<file path="src/rtl/mem_wb_lsu.sv">
// rtl/mem_wb_lsu.sv - load/store stage: EX/MEM register, data-memory master, MEM/WB register
module mem_wb_lsu #(
  parameter int TIMEOUT = 16
) (
  input  logic        clk,
  input  logic        rst_n,
  input  logic        valid_ex,
  input  logic [31:0] ALUResult_ex,
  input  logic [31:0] MemWriteData_ex,
  input  logic [4:0]  rdAddr_ex,
  input  logic        RegWrite_ex,
  input  logic        MemRead_ex,
  input  logic        MemWrite_ex,
  input  logic [1:0]  MemSize_ex,
  input  logic        MemUnsigned_ex,
  output logic [31:0] ALUResult_mem,
  output logic [4:0]  rdAddr_mem,
  output logic        RegWrite_mem,
  output logic [31:0] RegWriteData_wb,
  output logic [4:0]  rdAddr_wb,
  output logic        RegWrite_wb,
  output logic        mem_stall,
  output logic        dmem_req,
  output logic        dmem_we,
  output logic [31:0] dmem_addr,
  output logic [3:0]  dmem_be,
  output logic [31:0] dmem_wdata,
  input  logic        dmem_ready,
  input  logic [31:0] dmem_rdata,
  output logic        misalign_err,
  output logic        bus_err
);

  localparam int CW = (TIMEOUT > 1) ? $clog2(TIMEOUT) : 1;

  typedef enum logic {IDLE, ACCESS} state_t;

  state_t state_q, state_d;

  logic [31:0] alu_q, alu_d, wd_q, wd_d;
  logic [4:0]  rd_q, rd_d;
  logic        rw_q, rw_d, ld_q, ld_d, st_q, st_d, uns_q, uns_d;
  logic [1:0]  size_q, size_d;

  logic [31:0] wb_data_q, wb_data_d;
  logic [4:0]  wb_rd_q, wb_rd_d;
  logic        wb_we_q, wb_we_d;

  logic [CW-1:0] cnt_q, cnt_d;

  logic        in_access, tmo, stall, mis, ex_access;
  logic [3:0]  be;
  logic [31:0] wdata, rshift, load_val;

  function automatic logic misaligned(input logic [1:0] size, input logic [1:0] a);
    case (size)
      2'b00:   return 1'b0;
      2'b01:   return a[0];
      default: return a != 2'b00;
    endcase
  endfunction

  always_ff @(posedge clk or negedge rst_n) begin
    if (!rst_n) state_q <= IDLE;
    else        state_q <= state_d;
  end

  // Only an aligned memory op captured on an advance edge starts a bus access.
  always_comb begin
    state_d = state_q;
    if (!stall) state_d = ex_access ? ACCESS : IDLE;
  end

  always_comb begin
    in_access = (state_q == ACCESS);
    tmo       = in_access & !dmem_ready & (TIMEOUT != 0) & (cnt_q == CW'(TIMEOUT - 1));
    stall     = in_access & !dmem_ready & !tmo;
    dmem_req  = in_access;
    dmem_we   = in_access & st_q;
    dmem_addr = in_access ? {alu_q[31:2], 2'b00} : 32'h0;
    dmem_be   = in_access ? be : 4'h0;
    dmem_wdata = in_access ? wdata : 32'h0;
    mem_stall = stall;
    bus_err   = tmo;
  end

  always_comb begin
    ex_access = valid_ex & (MemRead_ex | MemWrite_ex) &
                !misaligned(MemSize_ex, ALUResult_ex[1:0]);
    mis = (ld_q | st_q) & misaligned(size_q, alu_q[1:0]);
  end

  always_comb begin
    be    = 4'hF;
    wdata = wd_q;
    case (size_q)
      2'b00: begin
        be    = 4'b0001 << alu_q[1:0];
        wdata = {4{wd_q[7:0]}};
      end
      2'b01: begin
        be    = alu_q[1] ? 4'b1100 : 4'b0011;
        wdata = {2{wd_q[15:0]}};
      end
      default: ;
    endcase
  end

  always_comb begin
    rshift   = dmem_rdata >> {alu_q[1:0], 3'b000};
    load_val = dmem_rdata;
    case (size_q)
      2'b00:   load_val = {{24{!uns_q & rshift[7]}}, rshift[7:0]};
      2'b01:   load_val = {{16{!uns_q & rshift[15]}}, rshift[15:0]};
      default: ;
    endcase
  end

  // EX/MEM holds while stalled; a bubble is captured as all-zero fields.
  always_comb begin
    alu_d  = alu_q;
    wd_d   = wd_q;
    rd_d   = rd_q;
    rw_d   = rw_q;
    ld_d   = ld_q;
    st_d   = st_q;
    size_d = size_q;
    uns_d  = uns_q;
    if (!stall) begin
      alu_d  = valid_ex ? ALUResult_ex : 32'h0;
      wd_d   = valid_ex ? MemWriteData_ex : 32'h0;
      rd_d   = valid_ex ? rdAddr_ex : 5'd0;
      rw_d   = valid_ex & RegWrite_ex & (rdAddr_ex != 5'd0);
      ld_d   = valid_ex & MemRead_ex;
      st_d   = valid_ex & MemWrite_ex;
      size_d = valid_ex ? MemSize_ex : 2'b00;
      uns_d  = valid_ex & MemUnsigned_ex;
    end
  end

  always_comb begin
    wb_data_d = wb_data_q;
    wb_rd_d   = wb_rd_q;
    wb_we_d   = 1'b0;
    if (!stall) begin
      wb_we_d   = rw_q & !st_q & !(ld_q & (mis | tmo));
      wb_rd_d   = rd_q;
      wb_data_d = ld_q ? load_val : alu_q;
    end
    cnt_d = stall ? cnt_q + CW'(1) : '0;
  end

  always_ff @(posedge clk or negedge rst_n) begin
    if (!rst_n) begin
      alu_q     <= '0;
      wd_q      <= '0;
      rd_q      <= '0;
      rw_q      <= 1'b0;
      ld_q      <= 1'b0;
      st_q      <= 1'b0;
      size_q    <= '0;
      uns_q     <= 1'b0;
      wb_data_q <= '0;
      wb_rd_q   <= '0;
      wb_we_q   <= 1'b0;
      cnt_q     <= '0;
    end else begin
      alu_q     <= alu_d;
      wd_q      <= wd_d;
      rd_q      <= rd_d;
      rw_q      <= rw_d;
      ld_q      <= ld_d;
      st_q      <= st_d;
      size_q    <= size_d;
      uns_q     <= uns_d;
      wb_data_q <= wb_data_d;
      wb_rd_q   <= wb_rd_d;
      wb_we_q   <= wb_we_d;
      cnt_q     <= cnt_d;
    end
  end

  assign ALUResult_mem   = alu_q;
  assign rdAddr_mem      = rd_q;
  assign RegWrite_mem    = rw_q;
  assign RegWriteData_wb = wb_data_q;
  assign rdAddr_wb       = wb_rd_q;
  assign RegWrite_wb     = wb_we_q;
  assign misalign_err    = mis;

endmodule
</file>
<file path="config.mk">
export PLATFORM = sky130hd
export DESIGN_NAME = mem_wb_lsu
export DESIGN_NICKNAME = d
export VERILOG_FILES = /design/src/rtl/mem_wb_lsu.sv
export SDC_FILE = /design/constraint.sdc
export NUM_CORES = 1
export LEC_CHECK = 0
export CAP_MARGIN = 20
export CORE_ASPECT_RATIO = 1.1
export CORE_MARGIN = 1.5
export CORE_UTILIZATION = 40
export CTS_CLUSTER_SIZE = 28
export DETAILED_ROUTE_END_ITERATION = 8
export DONT_BUFFER_PORTS = 1
export SYNTH_ARGS = -nofsm -noshare
export SYNTH_HDL_FRONTEND = slang
export SYNTH_SLANG_ARGS = --single-unit
</file>
<file path="constraint.sdc">
create_clock -name clk -period 4.51 [get_ports clk]
set_clock_uncertainty 0.1 [all_clocks]
set_input_delay 0.6765 -clock clk [delete_from_list [all_inputs] [get_ports clk]]
set_output_delay 0.6765 -clock clk [all_outputs]
set_load 0.03 [all_outputs]
</file>
==> results.md <==
- Leakage power: 3.22 nW
- Setup Viol. Count Final: 0
- Nets@finish: 822
- Final min period: 3.34 ns
- # diodes: 0
- Status: finished, final reports clean
- Clock Latency Late Sink: 0.41 ns
- PnR worst setup slack: 1.17 ns
- Synth area leader: dfrtp_1
- Most numerous cell in the Yosys netlist: nand2_1
- Top cell type's share of synthesized area: 0.470
- Crit share post-route: 0.740
- Layout cell share with drive strength beyond 1: 0.0816
- Placer Congestion: 0.835
- Post-synthesis mux area share: 0.0546
- First-pass GRT wire length: 29700 µm
- Sink Count: 118
- WL final: 19700 µm
- Area grow syn2layout: 10.2%
- Gate Count Post-Synth: 745
- Antenna violations before repair: 0
- Synth Area in Adders: 0.00199
- Post-DP HPWL: 13600 µm
- Ys Warns: 0
- Largest net degree at the start of global routing: 119
- RSZ-0062 raised after global routing: false
- XOR/XNOR share of the synthesized area: 0.00279
- Rel. slew slack: 0.297
- Fmax: 0.300 GHz
- Crit path required time: 3.73 ns
- Dominant synthesized flop cell: dfrtp_1
- Final Hold Vio Count: 0
- Syn_area_per_cell: 8.42 µm²
- CTS Buf Count: 17
- Vias: 5286
- Placement Setup Slack: 1.56 ns
- Max cap viols: 0
- Worst path slowest cell: a21boi_0
- Total power: 3.28 mW
- Chip height: 134 µm
- Setup total negative slack: 0 ns
- Reg clk slew, reported paths: 0.06 ns
- Die area: 16500 µm²
- Starting Density: 0.414
- Synth Cell Area: 6280 µm²
- Critical path data arrival time: 2.56 ns
- Setup Crit Path Kind: flop to output pin
- FILL cells: 1524
- Synth Area in Compound Gates: 0.127
- Buffers on Ports: 0
- Distinct cell type count after synthesis: 44
- Yosys reg bits: 118
- Worst-path fanout max: 19
- Worst path cell trace: nor2_1 > nand2_1 > a21boi_0
- Worst vdd ir: 0.256 mV
- Sequential element share of the synthesized area: 0.470
- H-tree depth: 4
- CTS tree: yes
- Vias/cell: 5.75
- Clk root buf: clkbuf_16
- CP bufs+invs: 0
- Antenna-violating nets left: 0
- Clock buffer depth: 2
- # DRC: 0
- PD cells: 475 nW/µm²
- Initial drt markers: 474
- # IOs: 260
- Core ar.: 15200 µm²
- Die X: 122 µm
- Wire per inst: 21.4 µm
- Pins over their slew limit: 0
- Total global routing overflow: 0
- Synth top cells by count: nand2_1, dfrtp_1, nand3_1
- Row count: 47
- Number of global-route vias before repair: 5233
- Post-Synth Simple-Gate Area: 0.293
- Tot GR Track Use: 0.238
- Post-synth ARST share: 1.00
- Crit path largest cell delay: 0.81 ns
- Largest family of logic cells by synthesized area: simple AND/OR/NAND/NOR gates
- CP startpoint kind: flop
- Worst hold path class: input port to asynchronous set/reset pin
- Worst Tran Pin Value: 1.05 ns
- Cell family with most CP delay: compound AO/OA/AOI/OAI gates
- Number of synthesized flops with an enable pin: 0
- Worst setup EP type: output pin
- Drt pass-1 iters: 6
- Synth top area cells: dfrtp_1, nand2_1, nand3_1
[sequential cells by signal (all words and copies together) (netlist names)]
register	flops
RegWrite_mem	1
uns_q	1
wd_q	32
cnt_q	4
ALUResult_mem	32
rdAddr_mem	5
ld_q	1
size_q	2
rdAddr_wb	5
st_q	1
dmem_req	1
RegWriteData_wb	32
RegWrite_wb	1
[layout by cell type (no fill, tap or decap), types with 9 or more instances in the layout]
cell type / instances
a21oi_1: 15
a221oi_1: 19
a22o_1: 9
and2_1: 50
buf_4: 9
clkbuf_16: 17
dfrtp_1: 116
mux2i_1: 23
nand2_1: 192
nand3_1: 76
nor2_1: 52
nor2b_1: 13
nor3_1: 13
o21ai_0: 30
[cells by family (layout without fill, tap and decap cells)]
logic type	Yosys count	in the layout
xor+xnor	2	2
fa+ha+maj	1	1
simple gates	407	407
mux	32	32
buf+inv	69	46
flops	118	118
compound gates	115	115
other cells	1	2
[final timing paths]
| kind | startpoint | cells after the start | to | slack, ns |
|---|---|---|---|---|
| setup / recovery | size_q[0]$_DFFE_PN0N_ | 3 | dmem_wdata[15] | 1.17 |
| hold / removal | rst_n | 1 | ALUResult_mem[22]$_DFFE_PN0N_ | 0.10 |
| setup reg to reg | cnt_q[0]$_DFF_PN0_ | 6 | RegWriteData_wb[31]$_DFFE_PN0N_ | 1.70 |
| hold reg to reg | cnt_q[0]$_DFF_PN0_ | 1 | cnt_q[0]$_DFF_PN0_ | 0.36 |
| max in group asynchronous | rst_n | 1 | size_q[1]$_DFFE_PN0N_ | 3.68 |
| min in group clk | valid_ex | 2 | wd_q[23]$_DFFE_PN0N_ | 0.29 |
[routing by layer]
metal | wire length [µm] | GRT usage | share of wire | up-vias
met5 | 0 | 0 | 0 | -
met4 | 675 | 0.114 | 0.034 | 0
met3 | 2210 | 0.0965 | 0.11 | 42
met2 | 9410 | 0.382 | 0.48 | 274
met1 | 7410 | 0.276 | 0.38 | 2520
li1 | - | - | - | 2450
[final cells by class]
| type | instances | area [µm²] | share of cell area |
|---|---|---|---|
| clock buffer | 17 | 425 | 0.0615 |
| timing repair buffer | 10 | 95.1 | 0.0137 |
| tap | 196 | 245 | 0.0354 |
| sequential | 118 | 2960 | 0.427 |
| clock inverter | 15 | 154 | 0.0222 |
| inverter | 4 | 17.5 | 0.00253 |
| multi-input combinational | 559 | 3030 | 0.437 |
[power by group]
| part | internal, mW | leakage [nW] | switching (mW) |
|---|---|---|---|
| Clock | 0.814 | 0.276 | 0.520 |
| Sequential | 1.17 | 1.51 | 0.303 |
| Combinational | 0.155 | 1.43 | 0.322 |
[stage by stage]
stage	cell area, µm²	cells	utilization	hold slack, ns
2_1_floorplan	6280	746	-	0.281
3_3_place_gp	6310	886	0.416	0.283
3_5_place_dp	6310	886	0.416	0.283
4_1_cts	6920	919	0.456	0.149
5_1_grt	6920	919	0.456	0.165
6_report	6920	919	0.456	0.101
[timing repair]
| action | in CTS | in global routing |
|---|---|---|
| buffers inserted | 0 | 0 |
| hold endpoints to repair | 118 | 0 |
| gates resized for setup | 0 | 0 |
| hold buffers | 1 | 0 |
No activity file was read; power rests on OpenSTA's default activity.
